`config.mk`:
```
export PLATFORM = sky130hd
export DESIGN_NAME = ni_flit_tx_link
export DESIGN_NICKNAME = d
export VERILOG_FILES = /design/src/rtl/ni_flit_tx_link_pkg.sv /design/src/rtl/ni_credit_counter.sv /design/src/rtl/ni_flit_tx_link.sv
export SDC_FILE = /design/constraint.sdc
export NUM_CORES = 1
export LEC_CHECK = 0
export ABC_AREA = 0
export ABC_CLOCK_PERIOD_IN_PS = 1950
export CORE_AREA = 2 2 117 119
export DETAILED_ROUTE_END_ITERATION = 6
export DIE_AREA = 0 0 119 121
export PLACE_DENSITY = 0.74
export SLEW_MARGIN = 15
export SYNTH_ARGS = -nofsm -noshare
export SYNTH_HDL_FRONTEND = slang
export SYNTH_SLANG_ARGS = --single-unit
export TNS_END_PERCENT = 100
```
`constraint.sdc`:
```
create_clock -name clk -period 1.95 [get_ports clk]
set_input_delay 0.195 -clock clk [delete_from_list [all_inputs] [get_ports clk]]
set_output_delay 0.195 -clock clk [all_outputs]
set_load 0.005 [all_outputs]
```
`src/rtl/ni_flit_tx_link_pkg.sv`:
```
// Shared constants for the NI transmit link: flit counter width, flit type codes, FSM states.
package ni_flit_tx_link_pkg;

  localparam int unsigned COUNTERFLITWD = 3;

  localparam logic [1:0] FT_HEAD   = 2'b10;
  localparam logic [1:0] FT_BODY   = 2'b00;
  localparam logic [1:0] FT_TAIL   = 2'b01;
  localparam logic [1:0] FT_SINGLE = 2'b11;

  typedef enum logic [0:0] {
    ST_IDLE,
    ST_ACTIVE
  } link_state_e;

endpackage

```
`src/rtl/ni_credit_counter.sv`:
```
// Up/down credit counter for the NoC output link: zero flag drives stall, sticky flag on overflow.
module ni_credit_counter #(
  parameter int unsigned CREDITS = 4,
  parameter int unsigned CRWD    = 3
) (
  input  logic clk_i,
  input  logic rst_ni,
  input  logic dec_i,
  input  logic inc_i,
  output logic zero_o,
  output logic err_o
);

  logic [CRWD-1:0] count_q, count_d;
  logic            err_q, err_d;

  always_comb begin
    count_d = count_q;
    err_d   = err_q;
    if (dec_i && !inc_i) begin
      count_d = count_q - CRWD'(1);
    end else if (inc_i && !dec_i) begin
      // A returned credit with the counter already full means the downstream lost sync.
      if (count_q == CRWD'(CREDITS)) begin
        err_d = 1'b1;
      end else begin
        count_d = count_q + CRWD'(1);
      end
    end
  end

  always_ff @(posedge clk_i) begin
    if (!rst_ni) begin
      count_q <= CRWD'(CREDITS);
      err_q   <= 1'b0;
    end else begin
      count_q <= count_d;
      err_q   <= err_d;
    end
  end

  assign zero_o = (count_q == '0);
  assign err_o  = err_q;

endmodule

```
`src/rtl/ni_flit_tx_link.sv`:
```
// NI transmit link: selects and types the indexed flit, registers it onto the link,
// and throttles the transmit controller with credit-based flow control.
module ni_flit_tx_link
  import ni_flit_tx_link_pkg::*;
#(
  parameter int unsigned FLITWD   = 32,
  parameter int unsigned MAXFLITS = 8,
  parameter int unsigned CNTWD    = COUNTERFLITWD,
  parameter int unsigned CREDITS  = 4,
  parameter int unsigned CRWD     = 3
) (
  input  logic                         clk,
  input  logic                         rst,
  input  logic [MAXFLITS*FLITWD-1:0]   msg_in,
  input  logic [CNTWD-1:0]             num_flit,
  input  logic                         tx_valid,
  input  logic [CNTWD-1:0]             flit_counter,
  output logic                         stall,
  output logic [FLITWD+1:0]            link_flit,
  output logic                         link_valid,
  input  logic                         credit_in,
  output logic                         pkt_active,
  output logic                         credit_err
);

  logic              fire, head, tail;
  logic [1:0]        flit_type;
  logic [FLITWD-1:0] payload;

  logic [FLITWD+1:0] link_flit_q, link_flit_d;
  logic              link_valid_q, link_valid_d;
  link_state_e       state_q, state_d;

  ni_credit_counter #(
    .CREDITS (CREDITS),
    .CRWD    (CRWD)
  ) u_credit (
    .clk_i  (clk),
    .rst_ni (rst),
    .dec_i  (fire),
    .inc_i  (credit_in),
    .zero_o (stall),
    .err_o  (credit_err)
  );

  assign fire = tx_valid && !stall;
  assign head = (flit_counter == '0);
  assign tail = (flit_counter == num_flit - CNTWD'(1));

  // Indices with no matching flit slot leave the payload at zero.
  always_comb begin
    payload = '0;
    for (int unsigned i = 0; i < MAXFLITS; i++) begin
      if (flit_counter == CNTWD'(i)) begin
        payload = msg_in[i*FLITWD +: FLITWD];
      end
    end
  end

  always_comb begin
    unique case ({head, tail})
      2'b11:   flit_type = FT_SINGLE;
      2'b10:   flit_type = FT_HEAD;
      2'b01:   flit_type = FT_TAIL;
      default: flit_type = FT_BODY;
    endcase
  end

  always_comb begin
    link_flit_d  = link_flit_q;
    link_valid_d = 1'b0;
    state_d      = state_q;
    if (fire) begin
      link_flit_d  = {flit_type, payload};
      link_valid_d = 1'b1;
    end
    unique case (state_q)
      ST_IDLE: begin
        if (fire && head && !tail) state_d = ST_ACTIVE;
      end
      ST_ACTIVE: begin
        if (fire && tail) state_d = ST_IDLE;
      end
      default: state_d = ST_IDLE;
    endcase
  end

  always_ff @(posedge clk) begin
    if (!rst) begin
      link_flit_q  <= '0;
      link_valid_q <= 1'b0;
      state_q      <= ST_IDLE;
    end else begin
      link_flit_q  <= link_flit_d;
      link_valid_q <= link_valid_d;
      state_q      <= state_d;
    end
  end

  assign link_flit  = link_flit_q;
  assign link_valid = link_valid_q;
  assign pkt_active = (state_q == ST_ACTIVE);

endmodule
```
Word-level counts from Yosys, hierarchy flattened
Cells that the tools add are included.
{"block": "word_totals", "reg_bits": 40, "latch_bits": 0, "ram_bits": 0, "romBits": 0, "inputBits": 266, "out_inout_bits": 38, "elab_cells": 54, "memories": 0}
{"block": "op_classes", "add_sub_neg": 3, "multipliers": 0, "div": 0, "order_cmp": 0, "n_eq_ne": 13, "n_shift": 0, "muxes": 16, "bitwise": 2, "n_reduce_logical": 15}
{"operator": "two-way mux 32 bit", "n": 8}
{"operator": "== test 3 bit (second input constant)", "n": 5}
{"operator": "two-way mux 3 bit", "n": 3}
{"operator": "== test 3 x 2 -> 1 bit (second input constant)", "n": 2}
{"operator": "logical AND 1 bit", "n": 6}
{"operator": "logical NOT 3 bit", "n": 2}
{"operator": "one-hot mux 2 bit (3 select lines)", "n": 1}
{"operator": "subtractor 3 x 1 -> 3 bit (second input constant)", "n": 2}
{"operator": "== test 2 bit (second input constant)", "n": 2}
{"operator": "logical NOT 1 bit", "n": 4}
{"operator": "adder 3 x 1 -> 3 bit (second input constant)", "n": 1}
{"operator": "== test 3 x 1 -> 1 bit (second input constant)", "n": 1}
{"operator": "== test 3 bit", "n": 1}
{"operator": "two-way mux 1 bit", "n": 3}
{"operator": "AND reduction 3 bit", "n": 1}
{"operator": "== test 2 x 1 -> 1 bit (second input constant)", "n": 1}
{"operator": "!= test 2 x 1 -> 1 bit (second input constant)", "n": 1}
{"operator": "inverter 1 bit", "n": 2}
{"operator": "one-hot mux 1 bit (2 select lines)", "n": 1}
{"operator": "AND reduction 2 bit", "n": 1}
{"operator": "nonzero test 2 bit", "n": 1}

Depth between registers and ports, before layout
Gate-level depths: netlist of the first run.
{"block": "depth", "word_depth": 9, "depth_mapped": 9}

By module
A second synthesis of the first run with hierarchy kept.
{"block": "unflattened", "hier_cells": 453, "hier_area_um2": 3912.5}
{"mod": "ni_flit_tx_link", "n_inst": 1, "cells_each": 423, "area_per_inst_um2": 3656.0}
{"mod": "ni_credit_counter", "n_inst": 1, "cells_each": 30, "area_per_inst_um2": 256.5}

Worst setup path before layout of the first run
No wires, ideal clock.
{"block": "synth_path", "path_kind": "flip-flop to flip-flop", "startpoint": "reg u_credit.count_q[0]", "endpoint": "reg u_credit.count_q[2]", "arrival_time_ns": 1.739, "required_time_ns": 1.803, "path_slack_ns": 0.064, "path_stages_with_launch": 10, "path_buffers": 1, "synth_period_minus_slack_ns": 1.886, "path_cell_list": "dfxtp_1 nor3_2 nor2b_2 buf_6 ha_1 inv_1 fa_1 xor2_1 o31ai_1 o311ai_0"}
{"block": "synth_between", "elab_chain_cells": 7, "word_cells_on_any_way": 15, "classes_between": "2 x add/sub; 2 x eq/ne; 3 x mux; 8 x reduce/logical"}
{"item": "from (decl)", "line": "ni_credit_counter.sv:14", "text": "logic [CRWD-1:0] count_q, count_d;"}
{"item": "from (signal assigned)", "line": "ni_credit_counter.sv:34", "text": "count_q <= CRWD'(CREDITS);"}
{"item": "from (signal assigned)", "line": "ni_credit_counter.sv:37", "text": "count_q <= count_d;"}
{"item": "logical NOT 3 bit (*)", "line": "ni_credit_counter.sv:42", "text": "assign zero_o = (count_q == '0);"}
{"item": "via stall", "line": "ni_flit_tx_link.sv:18", "text": "output logic stall,"}
{"item": "logical NOT 1 bit (*)", "line": "ni_flit_tx_link.sv:46", "text": "assign fire = tx_valid && !stall;"}
{"item": "logical AND 1 bit (*)", "line": "ni_flit_tx_link.sv:46"}
{"item": "via fire", "line": "ni_flit_tx_link.sv:26", "text": "logic fire, head, tail;"}
{"item": "logical NOT 1 bit", "line": "ni_credit_counter.sv:22", "text": "end else if (inc_i && !dec_i) begin"}
{"item": "logical AND 1 bit", "line": "ni_credit_counter.sv:22"}
{"item": "nonzero test 2 bit (no source line)"}
{"item": "AND reduction 2 bit (no source line)"}
Mark *: on every way through the listed nets, which the timed path passes. The rest lies on a longest branch. The select of a mux whose other input is x is not followed.
A chain may end at the register's enable or synchronous reset.

Final worst setup path of the first run
{"block": "layout_path", "startpoint": "reg u_credit.count_q[0]", "endpoint": "reg u_credit.count_q[2]"}
{"block": "layout_between", "elab_chain_cells": 7, "word_cells_on_any_way": 15, "classes_between": "2 x add/sub; 2 x eq/ne; 3 x mux; 8 x reduce/logical"}
{"item": "parallel branches: the longest is 7 deep, another holds adder 3 x 1 -> 3 bit"}
Several ways; the timed one is not identified. The select of a mux whose other input is x is not followed.

==> results of run 1 <==
-- cells in the mapped netlist (9+ instances only) --
cell type,n,area (um2)
buf_2,14,70.1
a32o_1,26,260
dfxtp_1,40,801
o21a_1,26,195
buf_4,9,67.6
nand2b_1,26,163
mux2i_1,44,440
nand3b_1,32,240
a22oi_1,32,240
buf_6,9,101
a2bb2oi_1,26,228
nor2_1,33,124
o211ai_1,32,240
clkbuf_1,12,45.0
-- how the worst max path moves through the flow --
stage | slack, ns | start | cells after the start | endpoint
after floorplan | 0.06 | u_credit.count_q[0] | 9 | u_credit.count_q[2]
after global placement | -0.02 | tx_valid | 8 | u_credit.count_q[2]
after detailed placement | -0.22 | tx_valid | 8 | u_credit.count_q[2]
after CTS | 0.007 | u_credit.count_q[0] | 9 | u_credit.count_q[0]
after global routing | 0.01 | u_credit.count_q[0] | 9 | u_credit.count_q[0]
final | 0.07 | u_credit.count_q[0] | 8 | u_credit.count_q[2]
-- layer usage --
layer | up-vias | track usage (%)
li1 | 2193 | -
met2 | 235 | 41.2
met5 | - | 0
met1 | 2089 | 23.5
met3 | 24 | 5.17
met4 | 0 | 6.47
-- repair_timing --
item                                   4_1_cts  5_1_grt
resized for setup                            1        4
setup endpoints to repair                    2        3
endpoints found under the hold margin        0        0
-- critical path, delay by kind of cell (launching register included) --
kind                       cells  cell delay (ns)
buffers and inverters          1             0.06
xor gates and xnor gates       1             0.17
adders and majority gates      2             0.56
and+or+nand+nor                2             0.21
AOI/OAI and AO/OA              2             0.37
DFF                            1             0.37
-- cell type report --
type	instances	area, um2
clock buffers	7	153
clock inverters	1	30.0
fillers	1156	6120
inverters	7	26.3
multi-input cells	326	2520
flip-flops and latches	40	805
well taps	176	220
repair buffers	322	3210
-- state kept, by name, summed over array words and instances (netlist names) --
name / flops
link_flit: 34
link_valid: 1
pkt_active: 1
u_credit.count_q: 3
u_credit.err_o: 1
-- power breakdown --
group | internal [mW] | total, mW | leakage (nW) | switching, mW
combinational | 0.890 | 1.37 | 2.12 | 0.478
sequential | 0.896 | 0.941 | 0.330 | 0.0452
clock | 0.674 | 1.01 | 0.0901 | 0.339
total | 2.46 | 3.32 | 2.54 | 0.862
-- stage by stage --
step | cells | setup TNS, ns
2_1_floorplan | 419 | 0
3_3_place_gp | 871 | -0.0215
3_5_place_dp | 871 | -0.345
4_1_cts | 879 | 0
5_1_grt | 879 | 0
6_report | 879 | 0
-- kinds of logic (layout without fill, tap and decap cells) --
| logic type | after synthesis | count (layout) | synth area share (%) |
|---|---|---|---|
| muxes | 44 | 44 | 12.1 |
| and+or+nand+nor | 111 | 111 | 18.6 |
| buffers and inverters | 53 | 337 | 8.74 |
| DFF | 40 | 40 | 22.0 |
| AOI/OAI and AO/OA | 162 | 162 | 35.8 |
| adders and majority gates | 4 | 4 | 1.58 |
| xor gates and xnor gates | 5 | 5 | 1.20 |
==> flow_summary.toml, run 1 <==
[status]
status = "finished clean"

[timing]
worst_pin_slew_ns = 0.981
rsz0062_at_grt = "no"
fin_skew_ns = 0.00724
fmax_ghz = 0.532
hold_ws_ns = 0.466
fin_crit_sh_pct = 96.4
period_needed_ns = 1.88
finalHoldViolations = 0
slew_violations = 0
setup_violations = 0
max-slew-margin-rel_pct = 34.5
setup_slack_ns = 0.0709

[layout]
fin_area_mm2 = 0.00697
layout_common_cells = "clkdlybuf4s50_1 (300), mux2i_1 (44), dfxtp_1 (37)"
post-route-util_pct = 53.3
drive_gt1_share_pct = 5.69
n_antenna_cell = 0
fin_nets = 972
syn2layout_area_growth_pct = 91.7
final_common_cell = "clkdlybuf4s50_1"

[synthesis]
synth_cell_types = 40
seq_area_frac_synth_pct = 22.0
synth.avg_cell_area_um2 = 8.67
yosysWarningCount = 0
async_flop_share_pct = 0
synthFlopType = "dfxtp_1"
synth_area_mm2 = 0.00363
ys_seq_elements = 40
syn-num-nets = 689
synth-edff-count = 0
synth_cells = 419

[worst_setup_path]
required_ns = 2.10
ff2ff_path_depth = 8
setup.worst_path.class = "register to register"
worstPathArrival_ns = 2.03
critPathCaptureType = "register"
cp_max_fo = 5
crit_chain = "nor3_2 -> nor2b_2 -> ha_1 -> inv_1 -> fa_1 -> xor2_1 -> o31ai_1 -> o311ai_1"
critPathLaunchType = "register"
reg2reg_slack_ns = 0.07
r2r_start = "u_credit.count_q[0]"
r2r_end = "u_credit.count_q[2]"
cpPeakStageDelay_ns = 0.37
critical_path.slowest_cell = "dfxtp_2"

[power]
fin_total_pwr_mw = 3.32
power.density_mw_per_mm2 = 477
power.leakage_nw = 2.54
vdd_ir_drop_max_v = 0.000250

[grt]
grt_antenna_before_repair = 0
grt_pass1_vias = 4787
grt_usage_pct = 21.6
grt_max_degree = 72
grt_first_pass_wirelength_mm = 24.6
grt-ovfl-total = 0

[route]
wl_per_cell_um = 18.7
drtIter0Drc = 251
drc = 0
met1_length_mm = 6.21
drtAntennaViolNets = 0
first_pass_iters = 4
dr_wl_met3_mm = 1.43
met2WireLength_mm = 8.42
via_per_inst = 5.17
top_layer = "met4"
wirelength_mm = 16.4
dr_total_vias = 4541

[placed_design]
portBuffers = 303
place_area_mm2 = 0.00678
hpwl_mm = 12.7
gp_congestion = 0.890
pre_cts_slack_ns = -0.217

[hold_path]
hold_depth = 1
hp-class = "register to register"
holdPathEnd = "link_flit[5]"
min-delay-start = "link_flit[5]"

[cts]
cts_sinks = 40
cts_tree = "built"
cts_hold_buf = 0
postCtsSetupBuffers = 0
cts_buffers = 5
cts_buffer_depth = 2
cts-root-buf = "clkbuf_16"
path_clk_slew_ns = 0.06
cts_htree_levels = 2
clk_latency_ns = 0.28

[floorplan]
chipHeight_um = 121
start_util_pct = 27.8
die_w_um = 119
io_pins = 304
rows = 42
die-area_mm2 = 0.0144
core_mm2 = 0.0131

[run]
drv_cap = 0
(Power assumes the default switching activity.)
==> inputs of run 2 (changes only) <==
--- a/config.mk
+++ b/config.mk
@@ -8,6 +8,7 @@
 export ABC_AREA = 0
 export ABC_CLOCK_PERIOD_IN_PS = 1950
 export CORE_AREA = 2 2 117 119
+export CTS_CLUSTER_DIAMETER = 120
 export DETAILED_ROUTE_END_ITERATION = 6
 export DIE_AREA = 0 0 119 121
 export PLACE_DENSITY = 0.74
==> results of run 2 <==
Final layout, timing and power as in run 1 (identical DEF).
==> inputs of run 3 (changes only) <==
--- a/config.mk
+++ b/config.mk
@@ -7,11 +7,11 @@
 export LEC_CHECK = 0
 export ABC_AREA = 0
 export ABC_CLOCK_PERIOD_IN_PS = 1950
-export CORE_AREA = 2 2 117 119
+export CORE_MARGIN = 4
+export CORE_UTILIZATION = 30
 export CTS_CLUSTER_DIAMETER = 120
 export DETAILED_ROUTE_END_ITERATION = 6
-export DIE_AREA = 0 0 119 121
-export PLACE_DENSITY = 0.74
+export PLACE_DENSITY = 0.79
 export SLEW_MARGIN = 15
 export SYNTH_ARGS = -nofsm -noshare
 export SYNTH_HDL_FRONTEND = slang
==> run 3 against run 2 <==
Flip-flop and latch count did not move. First-iteration DRC count rose by 17%. Routed wire length is 9.2% higher. Largest power group unchanged. Clock skew down 0.0046 ns. Clock-buffer cell count decreased by 1. Setup slack worse by 0.013 ns. Sequential share of layout area rose by 0.078 points. Maximum frequency decreased by 0.69%. Die area shrank 3.2%. Global-route usage increased by 2.9 points.
==> flow_summary.toml, run 3 (synthesis gave the netlist of run 1 again) <==
[layout]
final_cells = 852
largest_reg_flops = 34
post-route-util_pct = 60.0
fin_nets = 978
n_antenna_cell = 0
final_common_cell = "clkdlybuf4s50_1"
fin_area_mm2 = 0.00697
syn2layout_area_growth_pct = 91.6
layout_common_cells = "clkdlybuf4s50_1 (300), mux2i_1 (44), dfxtp_1 (37)"
drive_gt1_share_pct = 6.77

[timing]
period_needed_ns = 1.89
setup_violations = 0
fin_skew_ns = 0.00269
finalHoldViolations = 0
slew_violations = 0
worst_pin_slew_ns = 0.663
fmax_ghz = 0.529
max-slew-margin-rel_pct = 55.8
setup_slack_ns = 0.0580
fin_crit_sh_pct = 97.0

[route]
drc = 0
first_pass_iters = 4
drtAntennaViolNets = 0
wl_per_cell_um = 21.0
via_per_inst = 5.50
wirelength_mm = 17.9
dr_total_vias = 4690
drtIter0Drc = 293

[worst_setup_path]
cp_max_fo = 4
critical_path.slowest_cell = "nor4b_1"
critPathCaptureType = "register"
required_ns = 2.12
setup.worst_path.class = "register to register"
cpPeakStageDelay_ns = 0.42
crit_chain = "nor3_2 -> nor2b_2 -> ha_2 -> nor4b_1 -> buf_4 -> nor3_1 -> a21oi_1 -> nor2b_1"
worstPathArrival_ns = 2.06
critPathLaunchType = "register"

[floorplan]
rows = 39
core_mm2 = 0.0116
chipHeight_um = 118
io_pins = 304
die_w_um = 118
die-area_mm2 = 0.0139
start_util_pct = 31.3

[placed_design]
pre_cts_slack_ns = -0.237
place_inst = 838
portBuffers = 303
gp_congestion = 0.924
hpwl_mm = 14.2
place_area_mm2 = 0.00672

[cts]
cts_sinks = 40
path_clk_slew_ns = 0.06
clk_latency_ns = 0.28
cts_buffer_depth = 2
cts_hold_buf = 0
cts_tree = "built"
cts_buffers = 5
cts_htree_levels = 2
cts-root-buf = "clkbuf_16"

[grt]
grt-ovfl-total = 0
grt_usage_pct = 24.5
grt_max_degree = 72
grt_antenna_before_repair = 0
grt_first_pass_wirelength_mm = 27.8
grt_pass1_vias = 4980

[power]
power.density_mw_per_mm2 = 470
p_sw_mw = 0.876
vdd_ir_drop_max_v = 0.000315
power.leakage_nw = 2.56
p_int_mw = 2.40
clkPwrFrac_pct = 28.7
swShare_pct = 26.8
p_comb_share_pct = 42.6
fin_total_pwr_mw = 3.28
sequentialPowerShare_pct = 28.8

[status]
status = "finished clean"

[run]
drv_cap = 0

[hold_path]
hp-class = "register to register"
-- run 3: worst paths after layout --
| kind | startpoint | endpoint | slack, ns | cells after the start |
|---|---|---|---|---|
| setup / recovery | u_credit.count_q[0] | u_credit.count_q[0] | 0.06 | 8 |
| hold reg to reg | link_flit[12] | link_flit[12] | 0.46 | 1 |
| hold / removal | link_flit[12] | link_flit[12] | 0.46 | 1 |
| setup reg to reg | u_credit.count_q[0] | u_credit.count_q[0] | 0.06 | 8 |
-- run 3: per-layer routing --
metal | GRT usage, % | wire, um | up-vias
met5 | 0 | 0 | -
met4 | 8.64 | 520 | 0
met3 | 6.49 | 1440 | 30
met2 | 44.3 | 9060 | 251
met1 | 27.7 | 6890 | 2209
li1 | - | - | 2200
-- run 3: area by class of cell --
cell class / instances / area [um2]
Multi-Input combinational cell: 326 / 2530
Timing Repair Buffer: 328 / 3250
Clock buffer: 6 / 129
Inverter: 7 / 26.3
Sequential cell: 40 / 810
Clock inverter: 2 / 35.0
Tap cell: 143 / 179
Fill cell: 1012 / 4650
-- run 3: metrics by stage --
step	hold slack (ns)	TNS [ns]
floorplan	0.323	0
global placement	0.448	-0.0852
detailed placement	0.453	-0.257
CTS	0.468	0
global route	0.490	-0.527
finish	0.464	0
-- run 3: power groups by stage --
stage	Clock [mW]	Combinational (mW)	Sequential [mW]
3_3_place_gp	0	1.34	0.954
6_report	0.939	1.39	0.942
3_5_place_dp	0	1.37	0.958
5_1_grt	0.994	1.50	0.950
2_1_floorplan	0	0.542	0.958
4_1_cts	0.964	1.37	0.942
-- run 3: what timing repair did --
action	CTS	global route
setup endpoints to repair	1	1
setup buffers	0	5
pin swaps	0	3
resized for setup	4	6
-- run 3: critical path: cells and delay by family (launching register included) --
family,cells,cell delay (ns)
simple gates,5,0.89
buf+inv,1,0.21
flops,1,0.36
fa+ha+maj,1,0.21
compound gates,1,0.12
